===== src/rtl/td4_pkg.sv =====
// Shared definitions for the 4-bit CPU program loader: memory geometry and
// the loader state encoding.
package td4_pkg;

  localparam int ADR_W     = 4;
  localparam int INSTR_W   = 8;
  localparam int MEM_DEPTH = 16;

  typedef enum logic [2:0] {
    IDLE,
    LOAD,
    CHECK,
    RUN,
    ERR
  } loader_state_t;

endpackage


===== src/rtl/prog_loader_if.sv =====
// Host-to-loader byte stream: valid/ready handshake carrying program bytes.
interface prog_loader_if;
  import td4_pkg::*;

  logic [INSTR_W-1:0] in_data;
  logic               in_valid;
  logic               in_ready;

  // Host side drives bytes, loader side answers with ready.
  modport master (output in_data, output in_valid, input in_ready);
  modport slave  (input in_data, input in_valid, output in_ready);

endinterface


===== src/rtl/prog_mem.sv =====
// 16x8 instruction store: one synchronous write port, one combinational
// read port, cleared to an all-nop program on reset.
module prog_mem
  import td4_pkg::*;
(
  input  logic               clk,
  input  logic               reset,
  input  logic               we,
  input  logic [ADR_W-1:0]   wr_adr,
  input  logic [INSTR_W-1:0] wr_data,
  input  logic [ADR_W-1:0]   rd_adr,
  output logic [INSTR_W-1:0] rd_data
);

  logic [INSTR_W-1:0] r_mem [MEM_DEPTH];

  // Write port; reset rewrites every word with the nop opcode.
  // NOTE: memories are normally left unreset; this one is cleared because
  // the CPU must see a defined nop program after reset, which forces a
  // flop-based register file rather than a RAM macro.
  always_ff @(posedge clk) begin
    if (reset) begin
      for (int i = 0; i < MEM_DEPTH; i++) begin
        r_mem[i] <= '0;
      end
    end else if (we) begin
      r_mem[wr_adr] <= wr_data;
    end
  end

  assign rd_data = r_mem[rd_adr];

endmodule


===== src/rtl/prog_loader.sv =====
// Program loader: receives 16 program bytes (plus an optional checksum)
// over a valid/ready stream, stores them in the instruction memory, and
// holds the CPU in reset until a verified program is present.
module prog_loader
  import td4_pkg::*;
#(
  parameter bit CHECK_EN = 1'b1
) (
  input  logic               clk,
  input  logic               reset,
  input  logic               load_req,
  prog_loader_if.slave       in_bus,
  input  logic [ADR_W-1:0]   adr,
  output logic [INSTR_W-1:0] instr,
  output logic               cpu_reset,
  output logic               loaded,
  output logic               err
);

  loader_state_t      r_state;
  logic [ADR_W-1:0]   r_wr_ptr;
  logic [INSTR_W-1:0] r_sum;
  logic               r_cpu_reset;
  logic               r_loaded;
  logic               r_err;

  logic w_ready;
  logic w_accept;
  logic w_mem_we;
  logic w_last_byte;

  // A restart request takes priority over any byte offered the same cycle.
  assign w_ready     = ((r_state == LOAD) || (r_state == CHECK)) && !load_req;
  assign w_accept    = w_ready && in_bus.in_valid;
  assign w_mem_we    = w_accept && (r_state == LOAD);
  assign w_last_byte = (r_wr_ptr == ADR_W'(MEM_DEPTH - 1));

  // Loader FSM with wr_ptr, running checksum and registered status outputs.
  // NOTE: all state here uses non-blocking assignments so every register
  // samples pre-edge values; blocking assignments would make the order of
  // statements change the hardware.
  always_ff @(posedge clk) begin
    if (reset) begin
      r_state     <= IDLE;
      r_wr_ptr    <= '0;
      r_sum       <= '0;
      r_cpu_reset <= 1'b1;
      r_loaded    <= 1'b0;
      r_err       <= 1'b0;
    end else if (load_req) begin
      r_state     <= LOAD;
      r_wr_ptr    <= '0;
      r_sum       <= '0;
      r_cpu_reset <= 1'b1;
      r_loaded    <= 1'b0;
      r_err       <= 1'b0;
    end else begin
      case (r_state)
        LOAD: begin
          if (w_accept) begin
            r_sum    <= r_sum + in_bus.in_data;
            // Wraps to 0 after the last word; nothing reads it until restart.
            r_wr_ptr <= r_wr_ptr + 1'b1;
            if (w_last_byte) begin
              if (CHECK_EN) begin
                r_state <= CHECK;
              end else begin
                r_state     <= RUN;
                r_cpu_reset <= 1'b0;
                r_loaded    <= 1'b1;
              end
            end
          end
        end
        CHECK: begin
          if (w_accept) begin
            if (in_bus.in_data == r_sum) begin
              r_state     <= RUN;
              r_cpu_reset <= 1'b0;
              r_loaded    <= 1'b1;
            end else begin
              r_state <= ERR;
              r_err   <= 1'b1;
            end
          end
        end
        // IDLE, RUN and ERR are left only through load_req or reset.
        default: begin
        end
      endcase
    end
  end

  prog_mem u_prog_mem (
    .clk     (clk),
    .reset   (reset),
    .we      (w_mem_we),
    .wr_adr  (r_wr_ptr),
    .wr_data (in_bus.in_data),
    .rd_adr  (adr),
    .rd_data (instr)
  );

  assign in_bus.in_ready = w_ready;
  assign cpu_reset       = r_cpu_reset;
  assign loaded          = r_loaded;
  assign err             = r_err;

endmodule


===== src/flat_wrapper.sv =====
// flat-port wrapper written by rule: the top's interface ports become plain ports
module prog_loader_flat import td4_pkg::*;
#(
  parameter bit CHECK_EN = 1'b1
)
  (clk, reset, load_req, adr, instr, cpu_reset, loaded, err, in_bus_in_data, in_bus_in_valid, in_bus_in_ready);
  prog_loader_if in_bus_i ();
  input  logic clk;
  input  logic reset;
  input  logic load_req;
  input  logic [ADR_W-1:0] adr;
  output logic [INSTR_W-1:0] instr;
  output logic cpu_reset;
  output logic loaded;
  output logic err;
  input wire logic [$bits(in_bus_i.in_data)-1:0] in_bus_in_data;
  input wire logic [$bits(in_bus_i.in_valid)-1:0] in_bus_in_valid;
  output wire logic [$bits(in_bus_i.in_ready)-1:0] in_bus_in_ready;
  assign in_bus_i.in_data = in_bus_in_data;
  assign in_bus_i.in_valid = in_bus_in_valid;
  assign in_bus_in_ready = in_bus_i.in_ready;
  prog_loader #(.CHECK_EN(CHECK_EN)) u_core (.clk(clk), .reset(reset), .load_req(load_req), .in_bus(in_bus_i), .adr(adr), .instr(instr), .cpu_reset(cpu_reset), .loaded(loaded), .err(err));
endmodule

===== config.mk =====
export PLATFORM = sky130hd
export DESIGN_NAME = prog_loader_flat
export DESIGN_NICKNAME = d
export VERILOG_FILES = /design/src/rtl/td4_pkg.sv /design/src/rtl/prog_loader_if.sv /design/src/rtl/prog_mem.sv /design/src/rtl/prog_loader.sv /design/src/flat_wrapper.sv
export SDC_FILE = /design/constraint.sdc
export NUM_CORES = 1
export LEC_CHECK = 0
export ABC_AREA = 1
export BUFFER_PORTS_ARGS = -buffer_cell sky130_fd_sc_hd__buf_2
export CAP_MARGIN = 20
export CORE_MARGIN = 5
export CORE_UTILIZATION = 55
export CTS_CLUSTER_SIZE = 16
export DETAILED_ROUTE_END_ITERATION = 12
export PLACE_DENSITY = 0.86
export SYNTH_ARGS = -nofsm -noshare
export SYNTH_HDL_FRONTEND = slang
export SYNTH_HIERARCHICAL = 1
export SYNTH_SLANG_ARGS = --single-unit

===== constraint.sdc =====
create_clock -name clk -period 2.12 [get_ports clk]
set_input_delay 0.212 -clock clk [delete_from_list [all_inputs] [get_ports clk]]
set_output_delay 0.212 -clock clk [all_outputs]
set_load 0.005 [all_outputs]

==> results.sh, run 1 <==
export IMPL_layout_drive_gt1_share_pct=13.86
export IMPL_worst_pin_slew_ns=0.7332
export IMPL_io_buffers=27
export IMPL_cts_path_max_buffers=2
export IMPL_fin_setup_tns_ns=0
export IMPL_holdCritPathClass="in -> reg"
export IMPL_r2r_start="u_core/r_state[0]$_SDFFE_PP0P_"
export IMPL_syn_area_per_cell_sq_um=8.459
export IMPL_synth_warnings=6
export IMPL_drt_iter0_drc=655
export IMPL_grt_pass1_wl_um=28080
export IMPL_rsz0062_at_grt="false"
export IMPL_num_vias=5913
export IMPL_seq_area_frac_synth_pct=56.60
export IMPL_antenna_found_initial=0
export IMPL_reg2reg_slack_ns=0.10
export IMPL_synth_edff_count=128
export IMPL_synth_cell_types=33
export IMPL_clock_latency_ns=0.42
export IMPL_max_freq_mhz=495.4
export IMPL_vias_per_cell=5.308
export IMPL_rows=42
export IMPL_htreeDepth=4
export IMPL_hpwl_um=11410
export IMPL_ios=28
export IMPL_grt_ovfl_total=0
export IMPL_synth_async_reset_ratio_pct=0
export IMPL_die_w_um=126.2
export IMPL_cts_tree="built"
export IMPL_routed_wl_um=17440
export IMPL_start_util_pct=56.08
export IMPL_drc=0
export IMPL_synth_seq_cells=146
export IMPL_cp_required_ns=2.20
export IMPL_fp_dieH_um=126.2
export IMPL_antenna_cells=0
export IMPL_cp_data_arrival_time_ns=2.10
export IMPL_syn_inst=878
export IMPL_critPathKind="reg -> reg"
export IMPL_dieArea_sq_mm=0.01593
export IMPL_outcome="complete, no violations"
export IMPL_ff2ff_path_depth=8
export IMPL_final_nets=950
export IMPL_met2_usage_pct=39.12
export IMPL_static_leakage_power_nw=3.916
export IMPL_r2r_end="u_core/u_prog_mem/r_mem[8][3]$_SDFFCE_PN0P_"
export IMPL_synth_top_cell_by_area="edfxtp_1"
export IMPL_power_density_mw_per_mm2=767.4
export IMPL_postRouteAntennaNets=0
export IMPL_worst_setup_path_start_kind="flop"
export IMPL_period_share_pct=95.21
export IMPL_whs_ns=0.04265
export IMPL_hold_end="u_core/r_state[0]$_SDFFE_PP0P_"
export IMPL_core_sq_mm=0.01324
export IMPL_dp_cells=1081
export IMPL_cts_root_buf="clkbuf_16"
export IMPL_grt_max_degree=53
export IMPL_hold_depth=2
export IMPL_fin_crit_ns=2.018
export IMPL_cts_buffers=17
export IMPL_finalSetupViolCount=0
export IMPL_synth_top_area_share_pct=51.75
export IMPL_end_kind="flop"
export IMPL_first_global_vias=5745
export IMPL_slew_limit_headroom_pct=51.06
export IMPL_synth_flop_cell="edfxtp_1"
export IMPL_synthesis_nets=903
export IMPL_grt_busiest_layer="met2"
export IMPL_first_pass_iters=5
export IMPL_peakVddDrop_v=0.0004780
export IMPL_maxCapViolCount=0
export IMPL_stdcell_count=1114
export IMPL_routabilityCongestion=0.8530
export IMPL_clkSinkCount=146
export IMPL_grt_use_met3_pct=5.292
export IMPL_skew_ns=0.009748
export IMPL_area_growth_pct=14.17
export IMPL_grt_util_met1_pct=27.00
export IMPL_grtUsageTotal_pct=22.59
export IMPL_path_clk_slew_ns=0.06
export IMPL_maxSlewViolCount=0
export IMPL_yosys_top_cells_area="edfxtp_1 (52%), nand2_1 (12%), nand3_1 (7.5%)"
export IMPL_cp_max_fo=8
export IMPL_hold_viol=0
export IMPL_hp_start="reset"
export IMPL_wl_per_cell_um=15.66
export IMPL_syn_area_sq_mm=0.007427
[through the flow]
| stage | setup slack [ns] | total power, mW | util [%] | area, sq um |
|---|---|---|---|---|
| after floorplan | 0.05925 | 3.634 | - | 7427 |
| after global placement | 0.1440 | 3.801 | 59.65 | 7899 |
| after detailed placement | 0.009512 | 3.818 | 59.65 | 7899 |
| after CTS | 0.02077 | 6.529 | 63.94 | 8467 |
| after global routing | 0.02077 | 6.731 | 64.03 | 8479 |
| final | 0.1015 | 6.507 | 64.03 | 8479 |
[placed cells by master, fill, tap and decap left out, drive strengths merged]
| cell | instances |
|---|---|
| nand2 | 246 |
| clkinvlp | 2 |
| o21a | 2 |
| a21oi | 16 |
| or2 | 1 |
| nor3 | 5 |
| edfxtp | 128 |
| o2bb2ai | 1 |
| xor2 | 1 |
| dfxtp | 18 |
| buf | 63 |
| nand3 | 114 |
| o21ai | 6 |
| a21o | 1 |
| inv | 143 |
| clkbuf | 19 |
| nor2 | 146 |
| bufinv | 1 |
| xnor2 | 2 |
| ha | 8 |
| clkinv | 10 |
| nand4 | 4 |
| fa | 1 |
[power breakdown]
part | internal (mW) | switching, mW | leakage [nW]
Sequential | 3.21 | 0.0293 | 1.47
Combinational | 0.155 | 0.380 | 2.18
Clock | 1.61 | 1.13 | 0.264
[layout make-up]
cell class,instances,area [sq um]
Inverter,143,539.3
Fill cell,1042,4763
Multi-Input combinational cell,554,2540
Sequential cell,146,4204
Clock buffer,19,432.9
Tap cell,176,220.2
Timing Repair Buffer,63,430.4
Clock inverter,13,112.6
[worst max-delay path: stages, from the launching register on]
cell     delay (ns)
dfxtp_1        0.39
inv_2          0.09
nor2_4         0.12
nand4_4        0.10
inv_4          0.08
nand2_2        0.14
nor3_4         0.37
nand2_2        0.09
nand2_1        0.29
[cells by family after synthesis]
group | after synthesis | share of synthesized area (%)
adder cells (fa/ha/maj) | 9 | 1.617
flip-flops | 146 | 56.60
AO/OA/AOI/OAI | 26 | 1.954
XOR/XNOR | 3 | 0.3538
buffers and inverters | 178 | 9.400
AND/OR/NAND/NOR | 516 | 30.07
[how the worst max path moves through the flow]
stage | start | endpoint | slack [ns] | cells past startpoint
3_3_place_gp | u_core/r_state[0]$_SDFFE_PP0P_ | u_core/u_prog_mem/r_mem[9][1]$_SDFFCE_PN0P_ | 0.14 | 8
4_1_cts | u_core/r_state[0]$_SDFFE_PP0P_ | u_core/u_prog_mem/r_mem[1][0]$_SDFFCE_PN0P_ | 0.02 | 9
5_1_grt | u_core/r_state[0]$_SDFFE_PP0P_ | u_core/u_prog_mem/r_mem[8][3]$_SDFFCE_PN0P_ | 0.02 | 8
3_5_place_dp | u_core/r_state[0]$_SDFFE_PP0P_ | u_core/u_prog_mem/r_mem[9][1]$_SDFFCE_PN0P_ | 0.01 | 8
2_1_floorplan | u_core/r_state[0]$_SDFFE_PP0P_ | u_core/u_prog_mem/r_mem[10][0]$_SDFFCE_PN0P_ | 0.06 | 9
6_report | u_core/r_state[0]$_SDFFE_PP0P_ | u_core/u_prog_mem/r_mem[8][3]$_SDFFCE_PN0P_ | 0.10 | 8
[synth_stat cells (2+ instances only)]
cell	count
o21ai_0	6
nor3_4	4
nor2_1	143
o21a_1	2
nor2_4	2
inv_2	3
edfxtp_1	128
ha_1	8
inv_1	138
a21oi_1	15
buf_2	13
nand2_2	16
nand4_1	3
nand3_1	112
clkbuf_1	20
xnor2_1	2
dfxtp_1	18
nand2_1	230
[repair_timing]
item | 4_1_cts | 5_1_grt
setup endpoints to repair | 8 | 115
hold buffers | 0 | 0
resized for setup | 1 | 5
pin swaps | 1 | 1
setup buffers | 1 | 0
[flip-flops by register name, indices dropped and copies added, names as in the netlist]
signal                   cells
u_core/u_prog_mem/r_mem    128
u_core/cpu_reset             1
u_core/r_sum                 8
u_core/r_wr_ptr              4
u_core/r_state               3
u_core/err                   1
u_core/loaded                1
[metal layers]
layer / vias up / share of wire (%)
met5: - / 0
met4: 0 / 3.0
met3: 47 / 8.2
met2: 269 / 51
met1: 2726 / 37
li1: 2871 / -
Note: power is estimated with default switching activity, not from simulation.
==> run 2: changes to the inputs <==
Settings changed: CELL_PAD_IN_SITES_DETAIL_PLACEMENT set to 1, CELL_PAD_IN_SITES_GLOBAL_PLACEMENT set to 1, CORE_MARGIN 5 to 10, CORE_UTILIZATION 55 to 43, PLACE_DENSITY 0.86 to 0.87.
==> run 2 against run 1 <==
- first-iteration DRC count down 35%
- sequential power about the same
- highest routed layer unchanged
- combinational power grew 7.1%
- sequential cell count did not move
- core utilization decreased by 13 points
- sequential share of layout area decreased by 0.80 points
==> results.sh, run 2 (synthesized netlist as in run 1, its figures left out) <==
export IMPL_outcome="complete, no violations"
export IMPL_holdCritPathClass="in -> reg"
export IMPL_maxCapViolCount=0
export IMPL_cts_buffers=17
export IMPL_max_freq_mhz=511.8
export IMPL_grt_pass1_wl_um=34290
export IMPL_drc=0
export IMPL_worst_setup_path_start_kind="flop"
export IMPL_io_buffers=27
export IMPL_cp_required_ns=2.23
export IMPL_cp_max_fo=8
export IMPL_fin_crit_ns=1.954
export IMPL_first_global_vias=6318
export IMPL_r2r_start="u_core/r_state[0]$_SDFFE_PP0P_"
export IMPL_end_kind="flop"
export IMPL_wl_per_cell_um=18.85
export IMPL_finalSetupViolCount=0
export IMPL_fin_ws_ns=0.1662
export IMPL_static_leakage_power_nw=3.955
export IMPL_cp_data_arrival_time_ns=2.06
export IMPL_postRouteAntennaNets=0
export IMPL_htreeDepth=4
export IMPL_critPathKind="reg -> reg"
export IMPL_die_w_um=151.4
export IMPL_skew_ns=0.005597
export IMPL_reg2reg_slack_ns=0.17
export IMPL_maxSlewViolCount=0
export IMPL_rows=47
export IMPL_first_pass_iters=5
export IMPL_antenna_found_initial=0
export IMPL_power_density_mw_per_mm2=784.7
export IMPL_largest_register="u_core/u_prog_mem/r_mem"
export IMPL_final_nets=957
export IMPL_vias_per_cell=5.287
export IMPL_cts_hold_buf=0
export IMPL_path_clk_slew_ns=0.05
export IMPL_top_regs="u_core/u_prog_mem/r_mem (128), u_core/r_sum (8), u_core/r_wr_ptr (4)"
export IMPL_clock_latency_ns=0.42
export IMPL_largest_reg_flops=128
export IMPL_rsz0062_at_grt="false"
export IMPL_drt_iter0_drc=426
export IMPL_dieArea_sq_mm=0.02293
export IMPL_antenna_cells=0
export IMPL_layout_drive_gt1_share_pct=14.92
export IMPL_crit_start="u_core/r_state[0]$_SDFFE_PP0P_"
export IMPL_core_sq_mm=0.01676
export IMPL_grt_max_degree=33
export IMPL_dp_slack_ns=0.03810
export IMPL_postLayoutCoreUtil_pct=51.42
export IMPL_fin_setup_tns_ns=0
export IMPL_hold_viol=0
export IMPL_num_vias=6159
export IMPL_cts_tree="built"
export IMPL_cts_root_buf="clkbuf_16"
export IMPL_ios=28
export IMPL_peakVddDrop_v=0.0005340
export IMPL_grtUsageTotal_pct=19.77
export IMPL_cts_path_max_buffers=2
export IMPL_grt_ovfl_total=0
export IMPL_start_util_pct=44.32
export IMPL_routed_wl_um=21960
export IMPL_fp_dieH_um=151.4
export IMPL_hpwl_um=14440
export IMPL_hp_start="reset"
export IMPL_area_growth_pct=16.04
export IMPL_final_common_cell="nand2_1"
export IMPL_most_common_layout_cells="nand2_1 (214), nor2_1 (143), inv_1 (138)"
export IMPL_slew_limit_headroom_pct=58.88
export IMPL_period_share_pct=92.16
export IMPL_clkSinkCount=146
export IMPL_routabilityCongestion=0.8060
export IMPL_worst_pin_slew_ns=0.6161
## run 2: timing repair
item | 4_1_cts | 5_1_grt
endpoints found under the setup margin | 0 | 128
endpoints found under the hold margin | 0 | 0
resized for setup | 0 | 16
setup buffers | 0 | 0
## run 2: final timing paths
kind | to | depth (start not counted)
max | u_core/u_prog_mem/r_mem[3][6]$_SDFFCE_PN0P_ | 9
min | u_core/r_state[0]$_SDFFE_PP0P_ | 2
max reg2reg | u_core/u_prog_mem/r_mem[3][6]$_SDFFCE_PN0P_ | 9
min reg2reg | u_core/cpu_reset$_SDFFE_PP1P_ | 2
## run 2: critical path, stage by stage, from the launching register on
cell and delay, ns:
dfxtp_1 0.38, inv_2 0.08, nor2_4 0.12, nand4_4 0.10
inv_4 0.07, nand2_1 0.21, nor3_4 0.22, buf_4 0.17
nand2_2 0.06, nand2_2 0.21
## run 2: metrics by stage
step / power (mW) / hold slack [ns] / area, sq um / std cells
final: 6.763 / 0.05490 / 8618 / 1165
after global routing: 7.004 / 0.05915 / 8618 / 1165
after CTS: 6.797 / 0.04512 / 8578 / 1165
after detailed placement: 3.861 / 0.4374 / 8014 / 1133
after global placement: 3.835 / 0.4314 / 8014 / 1133
after floorplan: 3.634 / 0.2844 / 7427 / 878
## run 2: routing by layer
metal | GRT usage [%] | part of all wire [%] | vias up | wire length, um
li1 | - | - | 2882 | -
met1 | 23.07 | 40 | 3005 | 8697
met2 | 34.29 | 51 | 221 | 11230
met3 | 4.117 | 6.0 | 51 | 1325
met4 | 8.710 | 3.2 | 0 | 704
met5 | 0 | 0 | - | 0
## run 2: cell type report
type                    count  area (sq um)
fillers                  2006          8142
flip-flops and latches    146          4204
multi-input cells         554          2565
inverters                 143         539.3
repair buffers             70         470.5
clock buffers              25         455.4
well taps                 220         275.3
clock inverters             7         108.9
## run 2: power breakdown
group	switching, mW	leakage, nW	total (mW)	internal [mW]
clock network	1.11	0.275	2.95	1.84
registers	0.0358	1.47	3.24	3.21
logic	0.412	2.21	0.572	0.160
total	1.56	3.96	6.76	5.21
==> run 3: changes to the inputs <==
Settings changed: CORE_UTILIZATION 43 to 44, CTS_BUF_LIST set to sky130_fd_sc_hd__clkbuf_8, PLACE_DENSITY 0.87 to 0.89.
==> run 3 against run 2 <==
- maximum frequency is 4.6% lower
- combinational power is 3% higher
- clock power is 27% lower
- largest cell class unchanged
- final cell count stayed put
- cell area is 1.8% lower
- first-iteration DRC count is 20% higher
- setup slack worse by 0.094 ns
- sequential power hardly changed
- critical path depth is 1 lower
- register-to-register slack worse by 0.09 ns
==> results.sh, run 3 (synthesized netlist as in run 1, its figures left out) <==
export IMPL_final_common_cell="nand2_1"
export IMPL_slew_limit_headroom_pct=62.05
export IMPL_grt_util_met1_pct=22.98
export IMPL_outcome="complete, no violations"
export IMPL_cp_required_ns=2.25
export IMPL_postRouteAntennaNets=0
export IMPL_drt_iter0_drc=512
export IMPL_grt_max_degree=65
export IMPL_first_global_vias=6501
export IMPL_critPathKind="reg -> reg"
export IMPL_dieArea_sq_mm=0.02248
export IMPL_cts_tree="built"
export IMPL_cts_root_buf="clkbuf_8"
export IMPL_most_common_layout_cells="nand2_1 (215), nor2_1 (143), inv_1 (140)"
export IMPL_drc=0
export IMPL_clkSinkCount=146
export IMPL_cts_buffers=17
export IMPL_core_sq_mm=0.01658
export IMPL_cts_setup_buffers=0
export IMPL_start_util_pct=44.79
export IMPL_ios=28
export IMPL_num_vias=6138
export IMPL_routabilityCongestion=0.8285
export IMPL_regArea_sq_mm=0.004204
export IMPL_io_buffers=27
export IMPL_cts_path_max_buffers=2
export IMPL_grt_use_met3_pct=3.653
export IMPL_fin_setup_tns_ns=0
export IMPL_cp_max_fo=8
export IMPL_htreeDepth=4
export IMPL_largest_reg_flops=128
export IMPL_fin_crit_ns=2.048
export IMPL_grtUsageTotal_pct=19.98
export IMPL_largest_register="u_core/u_prog_mem/r_mem"
export IMPL_reg2reg_slack_ns=0.07
export IMPL_peakVddDrop_v=0.0003041
export IMPL_routed_wl_um=21830
export IMPL_critPathCapture="u_core/u_prog_mem/r_mem[14][7]$_SDFFCE_PN0P_"
export IMPL_r2r_start="u_core/r_state[0]$_SDFFE_PP0P_"
export IMPL_first_pass_iters=6
export IMPL_r2r_end="u_core/u_prog_mem/r_mem[14][7]$_SDFFCE_PN0P_"
export IMPL_grt_ovfl_total=0
export IMPL_max_freq_mhz=488.3
export IMPL_hpwl_um=15400
export IMPL_holdCritPathClass="in -> reg"
export IMPL_layout_drive_gt1_share_pct=15.13
export IMPL_vias_per_cell=5.269
export IMPL_crit_start="u_core/r_state[0]$_SDFFE_PP0P_"
export IMPL_clock_latency_ns=0.45
export IMPL_power_density_mw_per_mm2=706.2
export IMPL_met2_usage_pct=35.65
export IMPL_ff2ff_path_depth=8
export IMPL_grt_busiest_layer="met2"
export IMPL_whs_ns=0.09242
export IMPL_skew_ns=0.007122
export IMPL_antenna_found_initial=0
export IMPL_grt_pass1_wl_um=34400
export IMPL_final_nets=957
export IMPL_path_clk_slew_ns=0.08
export IMPL_die_w_um=149.9
export IMPL_cp_data_arrival_time_ns=2.18
export IMPL_rows=47
export IMPL_multiInputGateArea_sq_mm=0.002562
export IMPL_maxCapViolCount=0
export IMPL_worst_pin_slew_ns=0.5671
export IMPL_fp_dieH_um=149.9
export IMPL_area_growth_pct=13.95
export IMPL_top_regs="u_core/u_prog_mem/r_mem (128), u_core/r_sum (8), u_core/r_wr_ptr (4)"
export IMPL_period_share_pct=96.60
export IMPL_nFillCells=1987
export IMPL_worst_setup_path_start_kind="flop"
export IMPL_rsz0062_at_grt="false"
export IMPL_antenna_cells=0
export IMPL_finalPower_mw=5.977
export IMPL_maxSlewViolCount=0
export IMPL_wl_per_cell_um=18.74
export IMPL_hold_viol=0
export IMPL_end_kind="flop"
export IMPL_static_leakage_power_nw=3.892
export IMPL_finalSetupViolCount=0
run 3: metal layers:
layer  vias up  routed length [um]
met5         -                   0
met1      2996                8723
met2       212               11430
met4         0                 640
li1       2877                   -
met3        53                1037
run 3: final cells by class:
cell class                      instances  area share (%)
Timing Repair Buffer                   70           5.884
Clock buffer                           17           2.765
Inverter                              143           6.372
Sequential cell                       146           49.67
Multi-Input combinational cell        554           30.28
Tap cell                              220           3.253
Clock inverter                         15           1.774
run 3: how the worst min path moves through the flow:
stage | start | to | slack, ns | cells after the start
2_1_floorplan | reset | u_core/r_state[0]$_SDFFE_PP0P_ | 0.28 | 1
3_3_place_gp | u_core/cpu_reset$_SDFFE_PP1P_ | u_core/cpu_reset$_SDFFE_PP1P_ | 0.43 | 2
3_5_place_dp | u_core/cpu_reset$_SDFFE_PP1P_ | u_core/cpu_reset$_SDFFE_PP1P_ | 0.44 | 2
4_1_cts | load_req | u_core/cpu_reset$_SDFFE_PP1P_ | 0.06 | 3
5_1_grt | load_req | u_core/cpu_reset$_SDFFE_PP1P_ | 0.09 | 3
6_report | load_req | u_core/cpu_reset$_SDFFE_PP1P_ | 0.09 | 3
run 3: metrics by stage:
step / std cells / worst slack [ns] / area [sq um] / util (%)
floorplan: 878 / 0.05925 / 7427 / -
global placement: 1132 / 0.1719 / 8031 / 48.43
detailed placement: 1132 / -0.009233 / 8031 / 48.43
CTS: 1165 / 0.01700 / 8428 / 50.82
global route: 1165 / 0.004106 / 8463 / 51.03
finish: 1165 / 0.07203 / 8463 / 51.03
run 3: where the power goes:
group	switching (mW)	internal [mW]
Combinational	0.421	0.168
Clock	1.02	1.13
Sequential	0.0331	3.20
Total	1.48	4.50
run 3: worst max-delay path, stage by stage (launching register included):
cell and delay (ns):
dfxtp_1 0.40, inv_2 0.09, nor2_4 0.11, nand4_4 0.10, inv_4 0.07, nand2_1 0.22
nor3_4 0.35, nand2_2 0.10, nand2_1 0.28
run 3: what timing repair did:
item / CTS / global route
resized for setup: 1 / 14
gates cloned: 0 / 0
endpoints found under the hold margin: 1 / 0
hold buffers: 1 / 0
pin swaps: 0 / 0
setup endpoints to repair: 8 / 112
